File: src/rtl/exp_avg_pkg.sv
// Shared types and constants for the exponential-average bank.
package exp_avg_pkg;

  typedef enum logic [1:0] {
    ST_IDLE   = 2'd0,
    ST_LOAD   = 2'd1,
    ST_UPDATE = 2'd2
  } state_e;

  localparam int MAX_SHIFT_DEF = 5;

  function automatic int acc_width(input int smpl_w, input int max_shift);
    return smpl_w + max_shift;
  endfunction

endpackage

File: src/rtl/exp_avg_rr_arb.sv
// Round-robin arbiter: searches from ptr_q upward, pointer moves past the
// granted index when the grant is accepted.
module exp_avg_rr_arb #(
  parameter int N     = 4,
  parameter int IDX_W = (N > 1) ? $clog2(N) : 1
) (
  input  logic             clk,
  input  logic             rst_n,
  input  logic [N-1:0]     req,
  input  logic             accept,
  output logic [N-1:0]     gnt,
  output logic [IDX_W-1:0] gnt_idx,
  output logic             gnt_vld
);

  logic [IDX_W-1:0] ptr_q, ptr_d;
  int               cand;

  // Scan from farthest to nearest so the nearest requester is the last write.
  always_comb begin
    gnt     = '0;
    gnt_idx = '0;
    gnt_vld = 1'b0;
    cand    = 0;
    for (int j = N - 1; j >= 0; j--) begin
      cand = (int'(ptr_q) + j) % N;
      if (req[IDX_W'(cand)]) begin
        gnt                 = '0;
        gnt[IDX_W'(cand)]   = 1'b1;
        gnt_idx             = IDX_W'(cand);
        gnt_vld             = 1'b1;
      end
    end
  end

  always_comb begin
    ptr_d = ptr_q;
    if (accept && gnt_vld) begin
      if (int'(gnt_idx) == N - 1) ptr_d = '0;
      else                        ptr_d = IDX_W'(int'(gnt_idx) + 1);
    end
  end

  always_ff @(posedge clk or negedge rst_n) begin
    if (!rst_n) ptr_q <= '0;
    else        ptr_q <= ptr_d;
  end

endmodule

File: src/rtl/exp_avg_bank.sv
// Multi-channel exponential averager sharing one update datapath.
// Optional magnitude snap-to-sample enabled by macro EXP_AVG_SNAP_EN.
module exp_avg_bank
  import exp_avg_pkg::*;
#(
  parameter int NUM_CH    = 4,
  parameter int SMPL_W    = 12,
  parameter int MAX_SHIFT = MAX_SHIFT_DEF
) (
  input  logic                     clk,
  input  logic                     rst_n,
  input  logic [NUM_CH*SMPL_W-1:0] smpl,
  input  logic [NUM_CH-1:0]        smpl_req,
  input  logic [NUM_CH-1:0]        reseed,
  input  logic [NUM_CH*3-1:0]      shift,
  input  logic                     ovr_clr,
`ifdef EXP_AVG_SNAP_EN
  input  logic [SMPL_W-1:0]        snap_thr,
`endif
  output logic [NUM_CH*SMPL_W-1:0] avg,
  output logic [NUM_CH-1:0]        avg_vld,
  output logic [NUM_CH-1:0]        ovr,
  output logic                     busy
);

  localparam int ACC_W = acc_width(SMPL_W, MAX_SHIFT);
  localparam int SUM_W = ACC_W + 1;
  localparam int IDX_W = (NUM_CH > 1) ? $clog2(NUM_CH) : 1;

  state_e                          state_q, state_d;
  logic [NUM_CH-1:0]               pend_q, pend_d;
  logic [NUM_CH-1:0]               rsd_q, rsd_d;
  logic [NUM_CH-1:0]               ovr_q, ovr_d;
  logic [NUM_CH-1:0][SMPL_W-1:0]   hold_q, hold_d;
  logic [NUM_CH-1:0][ACC_W-1:0]    acc_q, acc_d;
  logic [NUM_CH-1:0][SMPL_W-1:0]   avg_q, avg_d;
  logic [NUM_CH-1:0]               vld_q, vld_d;
  logic [IDX_W-1:0]                op_idx_q, op_idx_d;
  logic [SMPL_W-1:0]               op_smpl_q, op_smpl_d;
  logic [ACC_W-1:0]                op_acc_q, op_acc_d;
  logic                            op_rsd_q, op_rsd_d;
  logic [2:0]                      op_k_q, op_k_d;

  logic [NUM_CH-1:0] new_req, gnt, load_take;
  logic [IDX_W-1:0]  gnt_idx;
  logic              gnt_vld, accept, any_work, snap;
  logic [2:0]        sh_raw;
  logic [SUM_W-1:0]  upd_sum;
  logic [ACC_W-1:0]  acc_new;
  logic [SMPL_W-1:0] avg_new;
`ifdef EXP_AVG_SNAP_EN
  logic [SMPL_W-1:0] cur_avg, diff;
`endif

  assign new_req   = smpl_req | reseed;
  assign accept    = (state_q == ST_LOAD) && gnt_vld;
  assign load_take = accept ? gnt : '0;
  assign any_work  = (|pend_q) || (|new_req);

  exp_avg_rr_arb #(.N(NUM_CH), .IDX_W(IDX_W)) u_arb (
    .clk     (clk),
    .rst_n   (rst_n),
    .req     (pend_q),
    .accept  (accept),
    .gnt     (gnt),
    .gnt_idx (gnt_idx),
    .gnt_vld (gnt_vld)
  );

  always_comb begin
    state_d = state_q;
    case (state_q)
      ST_IDLE:   if (any_work) state_d = ST_LOAD;
      ST_LOAD:   state_d = ST_UPDATE;
      ST_UPDATE: state_d = any_work ? ST_LOAD : ST_IDLE;
      default:   state_d = ST_IDLE;
    endcase
  end

  // A request landing on the channel being granted this cycle loses nothing.
  always_comb begin
    pend_d = pend_q;
    rsd_d  = rsd_q;
    hold_d = hold_q;
    ovr_d  = ovr_clr ? '0 : ovr_q;
    for (int i = 0; i < NUM_CH; i++) begin
      if (load_take[i]) pend_d[i] = 1'b0;
      if (new_req[i]) begin
        pend_d[i] = 1'b1;
        rsd_d[i]  = reseed[i];
        hold_d[i] = smpl[i*SMPL_W +: SMPL_W];
        if (pend_q[i] && !load_take[i]) ovr_d[i] = 1'b1;
      end
    end
  end

  always_comb begin
    op_idx_d  = op_idx_q;
    op_smpl_d = op_smpl_q;
    op_acc_d  = op_acc_q;
    op_rsd_d  = op_rsd_q;
    op_k_d    = op_k_q;
    sh_raw    = shift[gnt_idx*3 +: 3];
    if (accept) begin
      op_idx_d  = gnt_idx;
      op_smpl_d = hold_q[gnt_idx];
      op_acc_d  = acc_q[gnt_idx];
      op_rsd_d  = rsd_q[gnt_idx];
      op_k_d    = (int'(sh_raw) > MAX_SHIFT) ? 3'(MAX_SHIFT) : sh_raw;
    end
  end

  always_comb begin
    snap = 1'b0;
`ifdef EXP_AVG_SNAP_EN
    cur_avg = avg_q[op_idx_q];
    diff    = (op_smpl_q > cur_avg) ? (op_smpl_q - cur_avg) : (cur_avg - op_smpl_q);
    snap    = (diff > snap_thr);
`endif
    upd_sum = {1'b0, op_acc_q} - {1'b0, (op_acc_q >> op_k_q)} + SUM_W'(op_smpl_q);
    if (op_rsd_q || snap)  acc_new = ACC_W'(op_smpl_q) << op_k_q;
    else if (upd_sum[ACC_W]) acc_new = '1;
    else                   acc_new = upd_sum[ACC_W-1:0];
    avg_new = SMPL_W'(acc_new >> op_k_q);
  end

  always_comb begin
    acc_d = acc_q;
    avg_d = avg_q;
    vld_d = '0;
    if (state_q == ST_UPDATE) begin
      acc_d[op_idx_q] = acc_new;
      avg_d[op_idx_q] = avg_new;
      vld_d[op_idx_q] = 1'b1;
    end
  end

  always_ff @(posedge clk or negedge rst_n) begin
    if (!rst_n) begin
      state_q   <= ST_IDLE;
      pend_q    <= '0;
      rsd_q     <= '0;
      ovr_q     <= '0;
      hold_q    <= '0;
      acc_q     <= '0;
      avg_q     <= '0;
      vld_q     <= '0;
      op_idx_q  <= '0;
      op_smpl_q <= '0;
      op_acc_q  <= '0;
      op_rsd_q  <= 1'b0;
      op_k_q    <= '0;
    end else begin
      state_q   <= state_d;
      pend_q    <= pend_d;
      rsd_q     <= rsd_d;
      ovr_q     <= ovr_d;
      hold_q    <= hold_d;
      acc_q     <= acc_d;
      avg_q     <= avg_d;
      vld_q     <= vld_d;
      op_idx_q  <= op_idx_d;
      op_smpl_q <= op_smpl_d;
      op_acc_q  <= op_acc_d;
      op_rsd_q  <= op_rsd_d;
      op_k_q    <= op_k_d;
    end
  end

  assign avg     = avg_q;
  assign avg_vld = vld_q;
  assign ovr     = ovr_q;
  assign busy    = (state_q != ST_IDLE);

endmodule

File: config.mk
export PLATFORM = sky130hd
export DESIGN_NAME = exp_avg_bank
export DESIGN_NICKNAME = d
export VERILOG_FILES = /design/src/rtl/exp_avg_pkg.sv /design/src/rtl/exp_avg_rr_arb.sv /design/src/rtl/exp_avg_bank.sv
export SDC_FILE = /design/constraint.sdc
export NUM_CORES = 1
export LEC_CHECK = 0
export ABC_AREA = 1
export CAP_MARGIN = 20
export CORE_ASPECT_RATIO = 1.25
export CORE_UTILIZATION = 45
export DETAILED_ROUTE_END_ITERATION = 10
export DONT_BUFFER_PORTS = 1
export GPL_TIMING_DRIVEN = 1
export REMOVE_ABC_BUFFERS = 1
export SYNTH_ARGS = -nofsm -noshare
export SYNTH_HDL_FRONTEND = slang
export SYNTH_SLANG_ARGS = --single-unit
File: constraint.sdc
create_clock -name clk -period 7.3 [get_ports clk]
set_input_delay 1.46 -clock clk [delete_from_list [all_inputs] [get_ports clk]]
set_output_delay 1.46 -clock clk [all_outputs]
set_load 0.01 [all_outputs]
# == Yosys cells after proc, flatten, opt, wreduce, memory -nomap -nowiden ==
# Index checks and enable logic that the tools add are counted.
# word_totals
reg_bits,219
inputBits,71
output_inout_bits,57
elab_cells,153
# classes
add_sub_neg,6
n_mul,1
magnitude_cmp,12
eq_ne,4
shift,4
n_mux,72
bitwise_logic,1
n_reduce_logical,24
# op_table
operator,n
68-bit bitwise mux,1
17-bit 2-to-1 mux,4
48-bit bitwise mux,1
1-bit 2-to-1 mux,35
17-bit binary-select mux with 2-bit select,1
17-bit demux with 2-bit select,1
4-bit 2-to-1 mux,7
12-bit binary-select mux with 2-bit select,1
12-bit demux with 2-bit select,1
12-bit 2-to-1 mux,2
18-bit by 12-bit adder with 18-bit output,1
17-bit by 17-bit subtractor with 18-bit output,1
12-bit by 3-bit left shift with 17-bit output,1
17-bit by 3-bit >> shifter with 12-bit output,1
17-bit by 3-bit >> shifter with 17-bit output,1
2-bit by 4-bit < comparator with 1-bit output (second input constant),4
2-bit 2-to-1 mux,6
12-bit by 5-bit variable part select with 3-bit output,1
1-bit logical AND,11
1-bit binary-select mux with 2-bit select,5
1-bit demux with 2-bit select,5
2-bit by 1-bit greater-or-equal comparator with 1-bit output (second input constant),5
2-bit nonzero test,5
4-bit OR reduction,2
14 further kinds,21

# == Depth between registers and ports, before layout ==
# Gate-level depths: netlist of the first run.
# logic_depth
word_depth,14
depth_mapped,33
depth_no_buf,28

# == Cells and area by module ==
# Synthesis of the first run repeated with hierarchy kept, for this count alone.
# unflattened
hier_cells,1670
area_unflattened_um2,13032.5
# by_module_without_submodules
module,n_inst,cells_per_inst,area_each_um2,seq_area_each_um2
exp_avg_bank,1,1570,12374.4,5430.2
exp_avg_rr_arb,1,100,658.1,50.0

# == Worst setup path before layout of the first run ==
# No wires, ideal clock.
# synth_timing
path_kind,register -> register
startpoint,register op_k_q[1]
endpoint,register avg_q (netlist bit avg[28])
setup_ps,118
t_arrival_ps,4158
required_ps,7182
path_slack_ps,3024
stages_incl_launch_ff,30
path_buffers,5
synth_period_minus_slack_ps,4276
path_cell_list,dfrtp_1 buf_2 inv_1 clkbuf_1 clkbuf_1 clkbuf_1 mux2i_1 mux2i_1 fa_1 inv_1 ha_1 nand2_1 inv_1 nand2_1 nand2_1 inv_1 nand3_1 nand2_1 nand2_1 nand2_2 buf_4 nand3_1 nand2_1 nand3_1 nand2_1 nand2_1 nand2_1 nand2_1 nand3_1 nand2_1
# synth_via
elab_chain_len,7
word_cells_on_any_way,8
classes_between,2 x add/sub; 3 x shift; 3 x mux
# synth_rtl
element,line_no,rtl
start: declaration,exp_avg_bank.sv:42,"logic [2:0] op_k_q, op_k_d;"
start signal: assignment,exp_avg_bank.sv:166,op_k_q <= op_k_d;
17-bit by 3-bit >> shifter with 17-bit output,exp_avg_bank.sv:120,"upd_sum = {1'b0, op_acc_q} - {1'b0, (op_acc_q >> op_k_q)} + SUM_W'(op_smpl_q);"
17-bit by 17-bit subtractor with 18-bit output,exp_avg_bank.sv:120,
18-bit by 12-bit adder with 18-bit output,exp_avg_bank.sv:120,
17-bit 2-to-1 mux,exp_avg_bank.sv:122,else if (upd_sum[ACC_W]) acc_new = '1;
17-bit 2-to-1 mux,exp_avg_bank.sv:121,if (op_rsd_q || snap) acc_new = ACC_W'(op_smpl_q) << op_k_q;
17-bit by 3-bit >> shifter with 12-bit output (*),exp_avg_bank.sv:124,avg_new = SMPL_W'(acc_new >> op_k_q);
48-bit bitwise mux (*),exp_avg_bank.sv:133,avg_d[op_idx_q] = avg_new;
end signal: assignment,exp_avg_bank.sv:160,avg_q <= avg_d;
end: declaration,exp_avg_bank.sv:36,"logic [NUM_CH-1:0][SMPL_W-1:0] avg_q, avg_d;"
# Mark *: on every way between the ends. The rest lies on a longest branch, timed or not.
# A chain may end at the register's enable or synchronous reset.

# == Worst setup path after layout of the first run ==
# layout_timing
startpoint,register op_k_q[1]
endpoint,register avg_q (netlist bit avg[6])
# Same word-level chain as after synthesis.

==> results.md, run 1 <==
* Status: complete, no violations
* Unrepaired setup endpoints after global routing: false
* HPWL Detailed at roughly 25000 um
* Post-DP Area at 0.0128 mm^2
* DR WL/cell at ~18 um
* Worst hold path class: reg -> reg
* Endpoint class of the critical path: flip-flop
* Total track usage at 26.6%
* Area Growth Syn to Fin at 8.19%
* Synthesized area per cell at 7.57 um^2
* Met3 Resource Use GR at 3.33%
* Clock sink total at between 200 and 250
* Final Cycle Share at a little over two thirds
* TritonCTS buffer count at 25
* Synth area leader: dfrtp_1
* Routed via count at 11.1k
* Setup CP Type: reg -> reg
* Post-route ant nets at 0
* Sequential-to-total area share from yosys stat at a little over two fifths
* GP Congestion at 0.944
* Post-Syn Instances at approximately 1.7k
* DP Worst Slack at 2290 ps
* DRC at 0
* Final wirelength at around 37000 um
* Top post-synthesis cells by area: dfrtp_1 (43%), nand2_1 (14%), inv_1 (6.1%)
* Layout cells sized above 1 at 7.10%
* Die Ht at about 190 um
* Setup TNS at 0 ps
* Width of the die at approximately 150 um
* Cts hold-fix bufs at 0
* Cell variety after synth at 45
* Boundary Pins at 128
* Multi-input gate area at 0.00598 mm^2
* CP arrival at about 5500 ps
* Mapped cell area at 0.0126 mm^2
* Cell with the most instances after synthesis: nand2_1
* Synth Flop Type: dfrtp_1
* Worst Skew at 15.8 ps
* Startpoint types: flip-flop
* Clk_lat worst skew at 530 ps
* # rows at 68
* CTS root buffer: clkbuf_16
* Fmax at between 150 and 200 MHz
* Final Hold Fails at 0
* Vias in the first global route at 10.8k
* Resized cells post-CTS at 0
* Post-layout min period at between 5000 and 6000 ps
* FFs w/ async S/R, synth at 100%
* Final setup violation count at 0
* GRT Max-Usage Layer: met2
* Synth warnings at 0
* Post-Layout Inst Area at 0.0136 mm^2
* #FFs+latches synth at 219
* Initial DRT Pass Iterations at 5
* Nets at 1745
* Setup Buffers After CTS at 0
* M2 GR Usage at 45.4%
* PnR worst setup slack at around 2200 ps
* H-tree depth at 1
* Global-route wire length before repair at a little under 60000 um
* DRT iter0 DRCs at a little under 700
* Clk pin slew, worst setup/hold paths at 60 ps
* Routed vias/inst at 5.54
* Core box area at roughly 0.028 mm^2
* Register area at approximately 0.0055 mm^2
* Initial antenna violation count at 0
* Synth top cells by count: nand2_1 (472), dfrtp_1 (219), inv_1 (206)
* Fill cells at 2745
* GR Util met1 at 34.4%
* Deepest clock path buffer count at 3
* ANT cells at 0
* CTS tree: yes
* Slew @ Worst Pin at 973 ps
* GRT overflow at 0
* Largest net degree at the start of global routing at between 200 and 250
* Total Die Area at 0.0287 mm^2
* Worst-path fanout max at 37
* Number of enable flip-flop cells after synthesis at 0
* Required @ worst endpoint at around 7700 ps
* Slew headroom at 34.9%
* Max-Cap Viols at 0
* Final Max Slew Viols at 0
* Initial Utilization at roughly 46%
* Port Buffers at 0
* Synth top area share at about 43%
* Worst hold slack at 453 ps
[final timing paths]
check | startpoint | end | slack, ps | cells past startpoint
max | op_k_q[1]$_DFFE_PN0P_ | avg[6]$_DFFE_PN0P_ | 2170 | 22
min | state_q[1]$_DFFE_PN0P_ | state_q[1]$_DFFE_PN0P_ | 450 | 1
max reg2reg | op_k_q[1]$_DFFE_PN0P_ | avg[6]$_DFFE_PN0P_ | 2170 | 22
min reg2reg | state_q[1]$_DFFE_PN0P_ | state_q[1]$_DFFE_PN0P_ | 450 | 1
max in group asynchronous | rst_n | hold_q[0]$_DFFE_PN0N_ | 6290 | 0
min in group asynchronous | rst_n | avg[11]$_DFFE_PN0P_ | 630 | 0
[state kept, by name, summed over array words and instances (netlist names), 3 cells and up]
name,cells
acc_q,68
avg,48
hold_q,48
op_acc_q,17
op_smpl_q,12
avg_vld,4
ovr,4
pend_q,4
rsd_q,4
op_k_q,3
[layout by cell type (no fill, tap or decap), types with 6 or more instances in the layout]
cell type / netlist / routed
inv_2: 10 / 10
nand3_1: 123 / 123
clkbuf_16: 0 / 25
inv_1: 206 / 206
nand2_1: 472 / 472
mux2_2: 24 / 24
a21oi_1: 66 / 66
o211ai_1: 23 / 23
a31oi_1: 47 / 47
xnor2_1: 7 / 7
fa_1: 12 / 12
nor2_1: 112 / 110
dfrtp_1: 219 / 218
nor3_1: 11 / 7
ha_1: 31 / 31
o22ai_1: 12 / 12
o21ai_1: 36 / 36
o221ai_1: 13 / 13
clkinv_2: 0 / 6
o21ai_0: 121 / 121
buf_4: 5 / 15
[layout make-up]
cell class                 count  share of cell area (%)
sequential                   219                    40.2
clock inverter                13                   0.972
clock buffer                  31                    4.97
tap                          350                    3.21
timing repair buffer          15                   0.825
multi-input combinational   1153                    43.9
inverter                     217                    5.97
[metrics by stage]
step,cells,util (%)
after global placement,1954,46.5
after CTS,1998,49.5
after detailed placement,1954,46.5
final,1998,49.5
after global routing,1998,49.5
after floorplan,1589,-
[worst max-delay path, stage by stage, from the launching register on]
cell and delay [ps]:
dfrtp_1 330, buf_4 350, inv_1 530, nor2_1 730, nand2_1 110, o221ai_1 100, inv_1 80, fa_1 500
fa_1 470, nand2_1 110, nand2_1 90, nand3_1 80, nand2_1 100, xnor2_1 300, nand3_1 180, nand2_1 210
nand3_1 100, nand2_1 100, nand2_1 70, nand2_1 130, nand2_1 130, nand3_1 130, nand2_1 60
[logic make-up (layout without fill, tap and decap cells)]
family,after synthesis,in the layout,synth area share [%]
buffers and inverters,294,276,9.32
AO/OA/AOI/OAI,331,331,15.0
XOR/XNOR,7,7,0.486
adder cells (fa/ha/maj),43,43,4.98
flip-flops,219,219,43.5
AND/OR/NAND/NOR,743,743,24.2
multiplexers,29,29,2.54
[routing by layer]
metal  part of all wire, %  wire length (um)
met4                   3.3              1210
met1                    41             15100
met5                     0                 0
met3                   5.1              1880
met2                    51             18600
Power of run 1 is left out: the tool's default activity adds up to more than one toggle a clock period on the data nets, which glitch-free logic cannot reach.
==> run 2, diff against run 1 <==
clock period = 5.1 ns   (was 7.3 ns; I/O delays follow)
==> run 2 against run 1 <==
Compared with the run above:
- critical path depth grew 3
- non-clock buffer count grew 7
- critical endpoint is now avg[12]$_DFFE_PN0P_
- via count shrank 0.22%
- count of clock-buffer cells in the layout grew 3
- first-iteration DRC count grew 7.3%
- cell count grew 0.35%
- utilization grew 0.54 points
- routed wire length grew 0.38%
- sequential share of layout area shrank 0.41 points
==> results.md, run 2 (synthesis results as in run 1) <==
* Setup TNS at 0 ps
* Total Die Area at ~0.029 mm^2
* Worst hold path class: in -> async
* Cells after DPL at 1959
* ANT cells at 0
* Deepest clock path buffer count at 3
* Setup crit start: op_k_q[0]$_DFFE_PN0P_
* DRC at 0
* Post-route ant nets at 0
* Fmax at between 200 and 250 MHz
* TritonCTS buffer count at 25
* CP arrival at 5120 ps
* Slew @ Worst Pin at 731 ps
* DR WL/cell at 18.4 um
* Final wirelength at 36900 um
* CTS root buffer: clkbuf_16
* Non-filler cells, final at about 2.0k
* Initial Utilization at a little under half
* Max reg flops at about 70
* GP Congestion at between 0.9 and 1
* Final Hold Fails at 0
* Die Ht at 189 um
* R2R Path End: avg[12]$_DFFE_PN0P_
* Boundary Pins at 128
* Slew headroom at 50.8%
* Vias in the first global route at ~11k
* Most frequent cells in the layout: nand2_1 (472), dfrtp_1 (218), inv_1 (206)
* HPWL Detailed at 25900 um
* Worst Skew at 18.6 ps
* Worst-path fanout max at 30
* R2R setup slack at 460 ps
* Final setup violation count at 0
* Fill cells at around 2.8k
* CP Capture Point: avg[12]$_DFFE_PN0P_
* Final Cycle Share at 90.9%
* Nets at 1752
* Routed via count at 11.0k
* Setup Buffers After CTS at 0
* GRT overflow at 0
* Largest Register: acc_q
* Width of the die at 152 um
* Worst-case reg-to-reg path depth at 25
* Unrepaired setup endpoints after global routing: false
* Most used cell, CP: nand2_1
* Clk pin slew, worst setup/hold paths at about 60 ps
* Initial DRT Pass Iterations at 5
* H-tree depth at 1
* Setup CP Type: reg -> reg
* Layout cells sized above 1 at 7.55%
* Endpoint class of the critical path: flip-flop
* Total track usage at 26.5%
* DRT iter0 DRCs at 724
* Global-route wire length before repair at 59100 um
* Area Growth Syn to Fin at 9.36%
* Largest net degree at the start of global routing at 220
* Required @ worst endpoint at 5590 ps
* Reg2Reg Launch Point: op_k_q[0]$_DFFE_PN0P_
* Core box area at 0.0276 mm^2
* Max-Cap Viols at 0
* Crit-path max cell delay at about 620 ps
* Startpoint types: flip-flop
* Clock sink total at 219
* Routed vias/inst at 5.51
* Slowest CP cell: dfrtp_4
* Port Buffers at 0
* Clk_lat worst skew at 550 ps
* Initial antenna violation count at 0
* Post-layout min period at 4640 ps
* Status: complete, no violations
* CTS tree: yes
* Commonest non-fill, non-tap cell in the layout: nand2_1
* Final Max Slew Viols at 0
* # rows at 68
* Cts hold-fix bufs at 0
## run 2: cell count changes in the layout (fill, tap and decap cells not counted), sizes merged
cell,before,now
clkinv,9,5
inv,218,220
clkinvlp,1,0
buf,15,22
clkbuf,31,34
## run 2: worst min path at each step
stage	from	endpoint
2_1_floorplan	state_q[1]$_DFFE_PN0P_	state_q[1]$_DFFE_PN0P_
3_3_place_gp	state_q[1]$_DFFE_PN0P_	state_q[1]$_DFFE_PN0P_
3_5_place_dp	state_q[1]$_DFFE_PN0P_	state_q[1]$_DFFE_PN0P_
4_1_cts	rst_n	avg_vld[3]$_DFF_PN0_
5_1_grt	rst_n	avg_vld[3]$_DFF_PN0_
6_report	rst_n	avg_vld[0]$_DFF_PN0_
## run 2: repair_timing
| item | 4_1_cts | 5_1_grt |
|---|---|---|
| gates resized for setup | 0 | 1 |
| endpoints found under the hold margin | 0 | 0 |
| endpoints found under the setup margin | 0 | 2 |
## run 2: final cells by class
cell class | count | area (um^2) | area share [%]
clock buffer | 34 | 729 | 5.29
sequential | 219 | 5480 | 39.8
multi-input combinational | 1153 | 5980 | 43.4
inverter | 217 | 815 | 5.91
tap | 350 | 438 | 3.18
clock inverter | 10 | 126 | 0.916
timing repair buffer | 22 | 213 | 1.54
## run 2: stage by stage
step           setup slack (ps)  hold slack (ps)  cell area (um^2)  utilization [%]
2_1_floorplan               223              423             12200                -
3_3_place_gp                428              436             12900             46.7
3_5_place_dp                431              449             12900             46.7
4_1_cts                     424              145             13700             49.8
5_1_grt                     124              148             13800             50.0
6_report                    462              168             13800             50.0
## run 2: per-layer routing
metal	GRT usage, %	share of wire, %	vias up
met3	3.59	5.0	77
li1	-	-	5373
met4	9.33	3.3	0
met5	0	0	-
met1	34.5	43	5260
met2	44.7	49	331
## run 2: worst max-delay path, delay by kind of cell (launching register included)
| family | cells | cell delay, ps |
|---|---|---|
| AO/OA/AOI/OAI | 2 | 430 |
| adder cells (fa/ha/maj) | 2 | 860 |
| buffers and inverters | 3 | 390 |
| flip-flops | 1 | 620 |
| multiplexers | 1 | 160 |
| AND/OR/NAND/NOR | 17 | 2090 |
Power of run 2 is left out for the same reason.
==> run 3, diff against run 2 <==
CTS_BUF_LIST = sky130_fd_sc_hd__clkbuf_4   (was default)
==> run 3 against run 2 <==
Compared with the run above:
- register-to-register slack hardly changed
- maximum frequency is 0.17% higher
- routed wire length is 1.4% higher
- non-clock buffer count is 2 higher
==> results.md, run 3 (synthesis results as in run 1) <==
* Routed vias/inst at 5.48
* Required @ worst endpoint at 5750 ps
* Worst-case reg-to-reg path depth at 24
* Vias in the first global route at 11.3k
* Initial DRT Pass Iterations at 5
* Slew @ Worst Pin at approximately 750 ps
* Layout cells sized above 1 at 9.98%
* Max reg flops at 68
* # rows at 68
* Deepest clock path buffer count at 3
* Worst hold path class: in -> async
* Initial Utilization at 45.7%
* Area Growth Syn to Fin at 8.79%
* Post-route ant nets at 0
* H-tree depth at 2
* Worst-path fanout max at 30
* Core box area at 0.0276 mm^2
* Unrepaired setup endpoints after global routing: false
* Final Cycle Share at 90.8%
* Clk pin slew, worst setup/hold paths at approximately 70 ps
* Initial antenna violation count at 2
* Setup CP Type: reg -> reg
* CTS tree: yes
* Final Max Slew Viols at 0
* Most frequent cells in the layout: nand2_1 (472), dfrtp_1 (218), inv_1 (206)
* Width of the die at 152 um
* Clock sink total at 219
* Fmax at between 200 and 250 MHz
* Reg2Reg Launch Point: op_k_q[0]$_DFFE_PN0P_
* GP Congestion at approximately 0.93
* Post-layout min period at between 4000 and 5000 ps
* Final wirelength at between 30000 and 40000 um
* CTS root buffer: clkbuf_4
* Die Ht at 189 um
* Commonest non-fill, non-tap cell in the layout: nand2_1
* R2R setup slack at 470 ps
* Boundary Pins at 128
* Setup TNS at 0 ps
* GRT overflow at 0
* Port Buffers at 0
* Final setup violation count at 0
* Max-Cap Viols at 0
* Final Hold Fails at 0
* Largest Register: acc_q
* Largest net degree at the start of global routing at 220
* R2R Path End: avg[12]$_DFFE_PN0P_
* DRC at 0
* Worst Skew at roughly 42 ps
* HPWL Detailed at approximately 26000 um
* Nets at 1786
* CP arrival at 5280 ps
* Startpoint types: flip-flop
* Status: complete, no violations
* Global-route wire length before repair at approximately 60000 um
* Total track usage at between 20 and 30%
* Routed via count at 11.3k
* Total Die Area at between 0.02 and 0.03 mm^2
* DRT iter0 DRCs at 704
* Endpoint class of the critical path: flip-flop
* Clk_lat worst skew at 740 ps
* TritonCTS buffer count at 57
* DR WL/cell at 18.1 um
* Slew headroom at slightly below 50%
## run 3: worst max path at each step
stage                                      from                   to  slack, ps  cells after the start
after floorplan           op_k_q[0]$_DFFE_PN0P_  avg[30]$_DFFE_PN0P_        220                     26
after global placement    op_k_q[0]$_DFFE_PN0P_  avg[39]$_DFFE_PN0P_        430                     22
after detailed placement  op_k_q[0]$_DFFE_PN0P_  avg[12]$_DFFE_PN0P_        430                     25
after CTS                 op_k_q[0]$_DFFE_PN0P_  avg[12]$_DFFE_PN0P_        420                     26
after global routing      op_k_q[0]$_DFFE_PN0P_   avg[0]$_DFFE_PN0P_        120                     22
final                     op_k_q[0]$_DFFE_PN0P_  avg[12]$_DFFE_PN0P_        470                     24
## run 3: metal layers
metal	wire (um)	global-route usage, %	vias up
met5	0	0	-
met4	1270	10.8	0
li1	-	-	5477
met2	18400	45.5	364
met3	2010	4.63	91
met1	15600	33.9	5409
## run 3: per-stage QoR
step                      instance area (um^2)  std cells  worst slack, ps  util, %  hold slack [ps]
after floorplan                          12200       1589              223        -              423
after CTS                                13600       2060              422     49.3            -70.1
after global routing                     13700       2065              118     49.7              262
after global placement                   12900       1958              428     46.7              436
final                                    13700       2068              470     49.8              208
after detailed placement                 12900       1959              431     46.7              449
## run 3: final cells by class
class	count	area (um^2)
antenna	4	10.0
clock buffer	82	616
clock inverter	19	104
fill	2816	13800
inverter	217	815
multi-input combinational	1153	5980
sequential	219	5480
tap	350	438
timing repair buffer	24	268
## run 3: repair_timing
action                                  4_1_cts  5_1_grt
setup buffers                                 0        0
hold endpoints to repair                    219      108
endpoints found under the setup margin        0        4
resized for setup                             0        1
## run 3: critical path: stages (launching register included)
cell and delay (ps):
dfrtp_4 630, buf_4 320, o21ai_0 150, o21ai_0 310, mux2i_1 160, fa_1 510, inv_1 40, ha_1 350
nand2_1 100, nand2_1 70, nand2_1 60, nand2_1 70, inv_1 80, nand3_1 100, nand2_1 100, nand3_2 290
nand3_1 210, nand2_1 220, nand3_1 200, nand2_1 60, nand2_1 70, nand3_1 70, nand2_1 200, nand2_1 80
nand2_1 80
Power of run 3 is left out for the same reason.
